<file path="src/rtl/ibex_run_ctrl_pkg.sv">
// Shared types and constants for the Ibex run-control sequencer.
package ibex_run_ctrl_pkg;

  typedef enum logic [2:0] {
    IDLE     = 3'd0,
    BOOT     = 3'd1,
    RUN      = 3'd2,
    SLEEPING = 3'd3,
    DONE     = 3'd4,
    FAULT    = 3'd5
  } run_state_e;

  localparam int unsigned MINOR_CNT_W = 8;

endpackage

</file>
<file path="src/rtl/ibex_run_ctrl_if.sv">
// Probe bundle between the run/start logic (master) and the run controller (slave).
interface ibex_run_ctrl_if;
  import ibex_run_ctrl_pkg::*;

  logic                   start_i;
  logic                   core_sleep_i;
  logic                   alert_minor_i;
  logic                   alert_major_i;
  logic                   ecall_i;
  logic                   fetch_enable_o;
  logic                   debug_req_o;
  run_state_e             state_o;
  logic                   done_o;
  logic                   pass_o;
  logic                   timeout_o;
  logic [MINOR_CNT_W-1:0] minor_alert_cnt_o;

  modport master (
    output start_i, core_sleep_i, alert_minor_i, alert_major_i, ecall_i,
    input  fetch_enable_o, debug_req_o, state_o, done_o, pass_o, timeout_o,
           minor_alert_cnt_o
  );

  modport slave (
    input  start_i, core_sleep_i, alert_minor_i, alert_major_i, ecall_i,
    output fetch_enable_o, debug_req_o, state_o, done_o, pass_o, timeout_o,
           minor_alert_cnt_o
  );

endinterface

</file>
<file path="src/rtl/ibex_run_ctrl_dbg_req_gen.sv">
// Periodic debug_req pulse generator: high for the first PULSE cycles of every
// PERIOD-cycle window counted over RUN/SLEEPING cycles since the last boot.
module ibex_dbg_req_gen #(
  parameter int unsigned PERIOD = 256,
  parameter int unsigned PULSE  = 4
) (
  input  logic clk,
  input  logic rst,
  input  logic i_clear,
  input  logic i_run,
  output logic o_req
);

  localparam int unsigned PW = (PERIOD > 1) ? $clog2(PERIOD) : 1;

  logic [PW-1:0] r_pcnt;
  logic          r_req;

  // r_pcnt is the window position of the cycle that i_run is announcing, so
  // the output registered now is the value seen during that cycle.
  always_ff @(posedge clk or posedge rst) begin
    if (rst) begin
      r_pcnt <= '0;
      r_req  <= 1'b0;
    end else if (i_clear) begin
      r_pcnt <= '0;
      r_req  <= 1'b0;
    end else if (i_run) begin
      r_req  <= (r_pcnt < PW'(PULSE));
      r_pcnt <= (r_pcnt == PW'(PERIOD - 1)) ? '0 : r_pcnt + 1'b1;
    end else begin
      r_req  <= 1'b0;
    end
  end

  assign o_req = r_req;

endmodule

</file>
<file path="src/rtl/ibex_run_ctrl.sv">
// Ibex run-control sequencer: boot delay, run/sleep supervision, ecall end-of-test,
// fault on major alert or sleep timeout. Optional periodic debug_req under IBEX_RUN_CTRL_DBG_EN.
module ibex_run_ctrl
  import ibex_run_ctrl_pkg::*;
#(
  parameter int unsigned BOOT_DELAY    = 8,
  parameter int unsigned SLEEP_TIMEOUT = 1024,
  parameter int unsigned CNT_W         = 16,
  parameter int unsigned DBG_PERIOD    = 256,
  parameter int unsigned DBG_PULSE     = 4
) (
  input logic            clk,
  input logic            rst,
  ibex_run_ctrl_if.slave bus
);

  localparam int unsigned      BD_EFF     = (BOOT_DELAY == 0) ? 1 : BOOT_DELAY;
  localparam logic [CNT_W-1:0] BOOT_LAST  = CNT_W'(BD_EFF - 1);
  localparam logic [CNT_W-1:0] SLEEP_LAST = CNT_W'(SLEEP_TIMEOUT - 1);
  localparam bit               SLEEP_EN   = (SLEEP_TIMEOUT != 0);

  if (DBG_PULSE >= DBG_PERIOD) begin : g_bad_dbg
    $error("DBG_PULSE must be smaller than DBG_PERIOD");
  end

  run_state_e             r_state;
  logic [CNT_W-1:0]       r_cnt;
  logic                   r_fe;
  logic                   r_done;
  logic                   r_pass;
  logic                   r_to;
  logic [MINOR_CNT_W-1:0] r_minor;

  logic w_active;
  logic w_boot_done;
  logic w_sleep_to;

  assign w_active    = (r_state == BOOT) || (r_state == RUN) || (r_state == SLEEPING);
  assign w_boot_done = (r_state == BOOT) && (r_cnt == BOOT_LAST);
  assign w_sleep_to  = SLEEP_EN && (r_state == SLEEPING) && (r_cnt == SLEEP_LAST);

  always_ff @(posedge clk or posedge rst) begin
    if (rst) begin
      r_state <= IDLE;
      r_cnt   <= '0;
      r_fe    <= 1'b0;
      r_done  <= 1'b0;
      r_pass  <= 1'b0;
      r_to    <= 1'b0;
      r_minor <= '0;
    end else begin
      case (r_state)
        IDLE, DONE, FAULT: begin
          if (bus.start_i) begin
            r_state <= BOOT;
            r_cnt   <= '0;
            r_done  <= 1'b0;
            r_pass  <= 1'b0;
            r_to    <= 1'b0;
            r_minor <= '0;
          end
        end
        BOOT: begin
          if (bus.alert_major_i) begin
            r_state <= FAULT;
            r_done  <= 1'b1;
          end else if (w_boot_done) begin
            r_state <= RUN;
            r_fe    <= 1'b1;
          end else begin
            r_cnt <= r_cnt + 1'b1;
          end
        end
        RUN: begin
          if (bus.alert_major_i) begin
            r_state <= FAULT;
            r_fe    <= 1'b0;
            r_done  <= 1'b1;
          end else if (bus.ecall_i) begin
            r_state <= DONE;
            r_fe    <= 1'b0;
            r_done  <= 1'b1;
            r_pass  <= 1'b1;
          end else if (bus.core_sleep_i) begin
            r_state <= SLEEPING;
            r_cnt   <= '0;
          end
        end
        SLEEPING: begin
          // Waking up wins over a timeout that lands on the same cycle.
          if (bus.alert_major_i) begin
            r_state <= FAULT;
            r_fe    <= 1'b0;
            r_done  <= 1'b1;
          end else if (bus.ecall_i) begin
            r_state <= DONE;
            r_fe    <= 1'b0;
            r_done  <= 1'b1;
            r_pass  <= 1'b1;
          end else if (!bus.core_sleep_i) begin
            r_state <= RUN;
          end else if (w_sleep_to) begin
            r_state <= FAULT;
            r_fe    <= 1'b0;
            r_done  <= 1'b1;
            r_to    <= 1'b1;
          end else begin
            r_cnt <= r_cnt + 1'b1;
          end
        end
        default: begin
          r_state <= IDLE;
          r_fe    <= 1'b0;
        end
      endcase
      // Only counts in active states, which never overlap the clear on boot entry.
      if (w_active && bus.alert_minor_i && (r_minor != '1))
        r_minor <= r_minor + 1'b1;
    end
  end

  assign bus.fetch_enable_o    = r_fe;
  assign bus.state_o           = r_state;
  assign bus.done_o            = r_done;
  assign bus.pass_o            = r_pass;
  assign bus.timeout_o         = r_to;
  assign bus.minor_alert_cnt_o = r_minor;

`ifdef IBEX_RUN_CTRL_DBG_EN
  logic w_to_boot;
  logic w_run_nxt;
  logic w_dbg_req;

  assign w_to_boot = bus.start_i &&
                     ((r_state == IDLE) || (r_state == DONE) || (r_state == FAULT));
  // Next state will be RUN or SLEEPING.
  assign w_run_nxt = !bus.alert_major_i &&
                     (w_boot_done ||
                      (((r_state == RUN) || (r_state == SLEEPING)) && !bus.ecall_i &&
                       !(w_sleep_to && bus.core_sleep_i)));

  ibex_dbg_req_gen #(
    .PERIOD (DBG_PERIOD),
    .PULSE  (DBG_PULSE)
  ) u_dbg_req_gen (
    .clk     (clk),
    .rst     (rst),
    .i_clear (w_to_boot),
    .i_run   (w_run_nxt),
    .o_req   (w_dbg_req)
  );

  assign bus.debug_req_o = w_dbg_req;
`else
  assign bus.debug_req_o = 1'b0;
`endif

endmodule

</file>
<file path="src/flat_wrapper.sv">
// flat-port wrapper written by rule: the top's interface ports become plain ports
module ibex_run_ctrl_flat import ibex_run_ctrl_pkg::*;
#(
  parameter int unsigned BOOT_DELAY    = 8,
  parameter int unsigned SLEEP_TIMEOUT = 1024,
  parameter int unsigned CNT_W         = 16,
  parameter int unsigned DBG_PERIOD    = 256,
  parameter int unsigned DBG_PULSE     = 4
)
  (clk, rst, bus_start_i, bus_core_sleep_i, bus_alert_minor_i, bus_alert_major_i, bus_ecall_i, bus_fetch_enable_o, bus_debug_req_o, bus_state_o, bus_done_o, bus_pass_o, bus_timeout_o, bus_minor_alert_cnt_o);
  ibex_run_ctrl_if bus_i ();
  input logic clk;
  input logic rst;
  input wire logic [$bits(bus_i.start_i)-1:0] bus_start_i;
  input wire logic [$bits(bus_i.core_sleep_i)-1:0] bus_core_sleep_i;
  input wire logic [$bits(bus_i.alert_minor_i)-1:0] bus_alert_minor_i;
  input wire logic [$bits(bus_i.alert_major_i)-1:0] bus_alert_major_i;
  input wire logic [$bits(bus_i.ecall_i)-1:0] bus_ecall_i;
  output wire logic [$bits(bus_i.fetch_enable_o)-1:0] bus_fetch_enable_o;
  output wire logic [$bits(bus_i.debug_req_o)-1:0] bus_debug_req_o;
  output wire logic [$bits(bus_i.state_o)-1:0] bus_state_o;
  output wire logic [$bits(bus_i.done_o)-1:0] bus_done_o;
  output wire logic [$bits(bus_i.pass_o)-1:0] bus_pass_o;
  output wire logic [$bits(bus_i.timeout_o)-1:0] bus_timeout_o;
  output wire logic [$bits(bus_i.minor_alert_cnt_o)-1:0] bus_minor_alert_cnt_o;
  assign bus_i.start_i = bus_start_i;
  assign bus_i.core_sleep_i = bus_core_sleep_i;
  assign bus_i.alert_minor_i = bus_alert_minor_i;
  assign bus_i.alert_major_i = bus_alert_major_i;
  assign bus_i.ecall_i = bus_ecall_i;
  assign bus_fetch_enable_o = bus_i.fetch_enable_o;
  assign bus_debug_req_o = bus_i.debug_req_o;
  assign bus_state_o = bus_i.state_o;
  assign bus_done_o = bus_i.done_o;
  assign bus_pass_o = bus_i.pass_o;
  assign bus_timeout_o = bus_i.timeout_o;
  assign bus_minor_alert_cnt_o = bus_i.minor_alert_cnt_o;
  ibex_run_ctrl #(.BOOT_DELAY(BOOT_DELAY), .SLEEP_TIMEOUT(SLEEP_TIMEOUT), .CNT_W(CNT_W), .DBG_PERIOD(DBG_PERIOD), .DBG_PULSE(DBG_PULSE)) u_core (.clk(clk), .rst(rst), .bus(bus_i));
endmodule
</file>
<file path="config.mk">
export PLATFORM = sky130hd
export DESIGN_NAME = ibex_run_ctrl_flat
export DESIGN_NICKNAME = d
export VERILOG_FILES = /design/src/rtl/ibex_run_ctrl_pkg.sv /design/src/rtl/ibex_run_ctrl_if.sv /design/src/rtl/ibex_run_ctrl_dbg_req_gen.sv /design/src/rtl/ibex_run_ctrl.sv /design/src/flat_wrapper.sv
export SDC_FILE = /design/constraint.sdc
export NUM_CORES = 1
export LEC_CHECK = 0
export BUFFER_PORTS_ARGS = -buffer_cell sky130_fd_sc_hd__buf_4
export CAP_MARGIN = 30
export CELL_PAD_IN_SITES_DETAIL_PLACEMENT = 0
export CELL_PAD_IN_SITES_GLOBAL_PLACEMENT = 1
export CORE_ASPECT_RATIO = 0.7
export CORE_MARGIN = 3
export CORE_UTILIZATION = 40
export CTS_BUF_LIST = sky130_fd_sc_hd__clkbuf_4 sky130_fd_sc_hd__clkbuf_8
export DETAILED_ROUTE_END_ITERATION = 8
export HOLD_SLACK_MARGIN = 0.12
export MAX_ROUTING_LAYER = met4
export PLACE_DENSITY_LB_ADDON = 0.2
export SLEW_MARGIN = 20
export SYNTH_ARGS = -nofsm -noshare
export SYNTH_HDL_FRONTEND = slang
export SYNTH_SLANG_ARGS = --single-unit
</file>
<file path="constraint.sdc">
create_clock -name clk -period 3.9 [get_ports clk]
set_input_delay 0.39 -clock clk [delete_from_list [all_inputs] [get_ports clk]]
set_output_delay 0.39 -clock clk [all_outputs]
set_load 0.005 [all_outputs]
</file>
==> impl_metrics.xml <==
<?xml version="1.0" encoding="UTF-8"?>
<metrics>
  <group name="outcome">
    <metric name="outcome" unit="">finished clean</metric>
  </group>
  <group name="synthesis">
    <metric name="synth_edf_count" unit="">0</metric>
    <metric name="net_count_after_synthesis" unit="">218</metric>
    <metric name="mappedNetlistArea" unit="sq um">1810</metric>
    <metric name="synth.largest_area_cell" unit="">sky130_fd_sc_hd__dfrtp_1</metric>
    <metric name="synth_async_sr_flop_share" unit="%">100</metric>
    <metric name="synth_cell_types" unit="">49</metric>
    <metric name="postSynthCellCount" unit="">209</metric>
    <metric name="dominantRegCellSynth" unit="">sky130_fd_sc_hd__dfrtp_1</metric>
    <metric name="synth.yosys.seq_area_share" unit="%">42.8</metric>
    <metric name="synth_top_cells_by_area" unit="">sky130_fd_sc_hd__dfrtp_1 43%, sky130_fd_sc_hd__o21ai_0 8.0%, sky130_fd_sc_hd__nor2_1 4.6%</metric>
    <metric name="postSynthAreaPerCell" unit="sq um">8.68</metric>
    <metric name="netlist_top_cells_count" unit="">31 x sky130_fd_sc_hd__dfrtp_1, 29 x sky130_fd_sc_hd__o21ai_0, 22 x sky130_fd_sc_hd__nor2_1, 13 x sky130_fd_sc_hd__nand2_1, 11 x sky130_fd_sc_hd__nand3_1</metric>
    <metric name="ys_ff_latch" unit="">31</metric>
    <metric name="yosysTopAreaCellShare" unit="%">42.8</metric>
    <metric name="post-synth-top-count-cell" unit="">sky130_fd_sc_hd__dfrtp_1</metric>
    <metric name="yosysWarnings" unit="">0</metric>
  </group>
  <group name="placement">
    <metric name="placedCellCount" unit="">277</metric>
    <metric name="detailedPlacementHpwl" unit="um">3370</metric>
    <metric name="gp_routability_congestion" unit="">0.912</metric>
    <metric name="io_buffer_count" unit="">21</metric>
  </group>
  <group name="timing">
    <metric name="worst_tran_pin_value" unit="ns">0.598</metric>
    <metric name="maxClockFrequency" unit="MHz">433</metric>
    <metric name="finalClockSkew" unit="ns">0.00407</metric>
    <metric name="timing.final.crit_period" unit="ns">2.31</metric>
    <metric name="post-route-period-util" unit="%">59.2</metric>
    <metric name="setup_repair_after_global_routing_missed_its_margin" unit="">no</metric>
    <metric name="finalSetupViolCount" unit="">0</metric>
    <metric name="finalMaxSlewViolations" unit="">0</metric>
    <metric name="hold_viol_final" unit="">0</metric>
    <metric name="whs" unit="ns">0.169</metric>
    <metric name="final.setup.tns" unit="ns">0</metric>
    <metric name="timing.slew.headroom" unit="%">60.1</metric>
  </group>
  <group name="pwr">
    <metric name="seqPwrFrac" unit="%">37.9</metric>
    <metric name="power_switching_share" unit="%">41.3</metric>
    <metric name="internal_power" unit="uW">671</metric>
    <metric name="p_comb_share" unit="%">39.5</metric>
    <metric name="ir_worst_vdd" unit="V">0.000280</metric>
    <metric name="post-layout-total-power" unit="mW">1.14</metric>
    <metric name="power_share_of_the_clock_group" unit="%">22.6</metric>
    <metric name="power_switching" unit="uW">471</metric>
    <metric name="pwr_density_cell" unit="nW/um^2">543</metric>
    <metric name="p_leak" unit="nW">0.935</metric>
  </group>
  <group name="die">
    <metric name="dieHeight" unit="um">62.3</metric>
    <metric name="ios" unit="">23</metric>
    <metric name="fp.dieArea" unit="sq um">5390</metric>
    <metric name="die-width" unit="um">86.5</metric>
    <metric name="initial_utilization" unit="%">43.9</metric>
    <metric name="design.core.area" unit="sq um">4140</metric>
    <metric name="num_rows" unit="">19</metric>
  </group>
  <group name="cts">
    <metric name="holdBufCountCts" unit="">0</metric>
    <metric name="post_cts_resized" unit="">0</metric>
    <metric name="cts_sinks" unit="">31</metric>
    <metric name="htree_num_levels" unit="">2</metric>
    <metric name="cts_max_path_buffers" unit="">2</metric>
    <metric name="cts_inserted_buffers" unit="">5</metric>
    <metric name="post-cts-setup-buffer-count" unit="">0</metric>
    <metric name="clockRootBuffer" unit="">sky130_fd_sc_hd__clkbuf_8</metric>
    <metric name="clk_latency" unit="ns">0.29</metric>
    <metric name="cts.clk_slew.worst_paths" unit="ns">0.07</metric>
    <metric name="cts_tree" unit="">yes</metric>
  </group>
  <group name="flow_run">
    <metric name="cap_viol_max_count" unit="">0</metric>
  </group>
  <group name="setup_path">
    <metric name="timing.critical_path.max_delay_family" unit="">simple AND/OR/NAND/NOR gates</metric>
    <metric name="setup.worst_path.start_class" unit="">flip-flop</metric>
    <metric name="r2r_end" unit="">u_core.r_cnt[2]</metric>
    <metric name="r2r_slack" unit="ns">1.59</metric>
    <metric name="cpPeakStageDelay" unit="ns">0.61</metric>
    <metric name="slowest_cell_on_the_critical_path" unit="">sky130_fd_sc_hd__or4b_4</metric>
    <metric name="worst_path_arrival" unit="ns">2.50</metric>
    <metric name="cells_traversed_along_the_worst_timing_path" unit="">or4b_4 &gt; a221oi_2 &gt; o21ai_2 &gt; or2_4 &gt; o31ai_1</metric>
    <metric name="r2r_cells" unit="">5</metric>
    <metric name="path_depth" unit="">5</metric>
    <metric name="path_buf_inv" unit="">0</metric>
    <metric name="critical_path.max_fanout" unit="">16</metric>
    <metric name="required" unit="ns">4.09</metric>
    <metric name="critical_path.reg2reg.startpoint" unit="">u_core.bus.state_o[1]</metric>
    <metric name="worstSetupEndpointType" unit="">flip-flop</metric>
    <metric name="critical_path_class" unit="">flip-flop to flip-flop</metric>
  </group>
  <group name="detailed_routing">
    <metric name="drc_errors" unit="">0</metric>
    <metric name="drt_iter0_drc" unit="">138</metric>
    <metric name="iteration_count_of_the_initial_detailed_routing_pass" unit="">4</metric>
    <metric name="vias" unit="">1733</metric>
    <metric name="via_per_inst" unit="">6.08</metric>
    <metric name="antenna_left" unit="">0</metric>
    <metric name="routed_wl" unit="um">4570</metric>
    <metric name="avgRoutedWirePerCell" unit="um">16.0</metric>
  </group>
  <group name="layout">
    <metric name="utilization" unit="%">50.9</metric>
    <metric name="final-instance-count-excl-fill" unit="">285</metric>
    <metric name="fill_cells" unit="">408</metric>
    <metric name="nets" unit="">241</metric>
    <metric name="antenna_cells_inserted" unit="">0</metric>
    <metric name="fraction_of_final_layout_cells_with_drive_strength_greater_than_1" unit="%">19.3</metric>
    <metric name="synthesis_to_finish_area_growth" unit="%">16.1</metric>
  </group>
  <group name="grt">
    <metric name="gr-total-overflow" unit="">0</metric>
    <metric name="via_count_of_the_first_global_routing_pass" unit="">1578</metric>
    <metric name="grt_start_max_net_pins" unit="">18</metric>
    <metric name="grt_pass1_wl" unit="um">7710</metric>
    <metric name="antenna_found_initial" unit="">0</metric>
    <metric name="global_route.usage.total" unit="%">18.1</metric>
  </group>
  <group name="min_path">
    <metric name="hp-class" unit="">primary input to async pin</metric>
  </group>
</metrics>
## worst max path at each step
stage                          start  slack (ns)               end
3_5_place_dp   u_core.bus.state_o[1]        1.61  u_core.r_cnt[15]
5_1_grt        u_core.bus.state_o[2]        1.42   u_core.r_cnt[6]
6_report       u_core.bus.state_o[1]        1.59   u_core.r_cnt[2]
2_1_floorplan  u_core.bus.state_o[2]        1.97  u_core.r_cnt[15]
4_1_cts        u_core.bus.state_o[1]        1.60  u_core.r_cnt[15]
3_3_place_gp   u_core.bus.state_o[1]        1.70  u_core.r_cnt[15]
## metal layers
| layer | part of all wire (%) | vias to the layer above | wire [um] | global-route usage (%) |
|---|---|---|---|---|
| met5 | 0 | - | 0 | - |
| li1 | - | 820 | - | - |
| met1 | 50 | 856 | 2300 | 27.6 |
| met4 | 1.2 | 0 | 53 | 4.86 |
| met2 | 43 | 48 | 1970 | 23.6 |
| met3 | 5.4 | 9 | 247 | 4.49 |
## worst reg2reg max path: cells and delay by family (launching register included)
family / cells / cell delay, ns
AND/OR/NAND/NOR: 2 / 0.93
AO/OA/AOI/OAI: 3 / 0.72
flip-flops: 1 / 0.56
## per-stage QoR
stage | worst slack, ns | cell area [sq um]
4_1_cts | 1.60 | 2110
3_3_place_gp | 1.70 | 2020
2_1_floorplan | 1.97 | 1810
6_report | 1.59 | 2110
3_5_place_dp | 1.61 | 2020
5_1_grt | 1.42 | 2110
## layout make-up
type	count	area, sq um	share of cell area, %
inverter	7	26.3	1.25
clock inverter	3	20.0	0.951
sequential	31	776	36.8
multi-input combinational	165	985	46.8
timing repair buffer	22	165	7.84
clock buffer	5	68.8	3.27
tap	52	65.1	3.09
## kinds of logic after synthesis
logic type | Yosys count | synth area share [%]
AO/OA/AOI/OAI | 71 | 25.0
AND/OR/NAND/NOR | 91 | 27.7
adder cells (fa/ha/maj) | 2 | 1.38
buffers and inverters | 13 | 2.97
other | 1 | 0.207
flip-flops | 31 | 42.8
## power by group through the flow
stage          clock [mW]  combinational, mW  sequential (mW)
2_1_floorplan           0              0.321            0.417
3_3_place_gp            0              0.443            0.435
3_5_place_dp            0              0.446            0.438
4_1_cts             0.264              0.450            0.432
5_1_grt             0.280              0.508            0.445
6_report            0.258              0.451            0.433
## cells in the final DEF (no fill, tap or decap), types with 5 or more instances in the layout
| cell type | n |
|---|---|
| sky130_fd_sc_hd__nand4_1 | 5 |
| sky130_fd_sc_hd__and3_1 | 9 |
| sky130_fd_sc_hd__nor3_1 | 7 |
| sky130_fd_sc_hd__buf_4 | 22 |
| sky130_fd_sc_hd__o31ai_1 | 5 |
| sky130_fd_sc_hd__dfrtp_1 | 31 |
| sky130_fd_sc_hd__inv_1 | 7 |
| sky130_fd_sc_hd__nand2_1 | 13 |
| sky130_fd_sc_hd__nand3_1 | 11 |
| sky130_fd_sc_hd__a21oi_1 | 9 |
| sky130_fd_sc_hd__a31oi_1 | 6 |
| sky130_fd_sc_hd__o21ai_0 | 29 |
| sky130_fd_sc_hd__nor2_1 | 22 |
| sky130_fd_sc_hd__clkbuf_8 | 5 |
## state kept, by name, summed over array words and instances (netlist names)
| name | count |
|---|---|
| u_core.r_cnt | 16 |
| u_core.bus.fetch_enable_o | 1 |
| u_core.bus.timeout_o | 1 |
| u_core.bus.done_o | 1 |
| u_core.bus.pass_o | 1 |
| u_core.bus.minor_alert_cnt_o | 8 |
| u_core.bus.state_o | 3 |
Power figures use the tool's default switching activity.
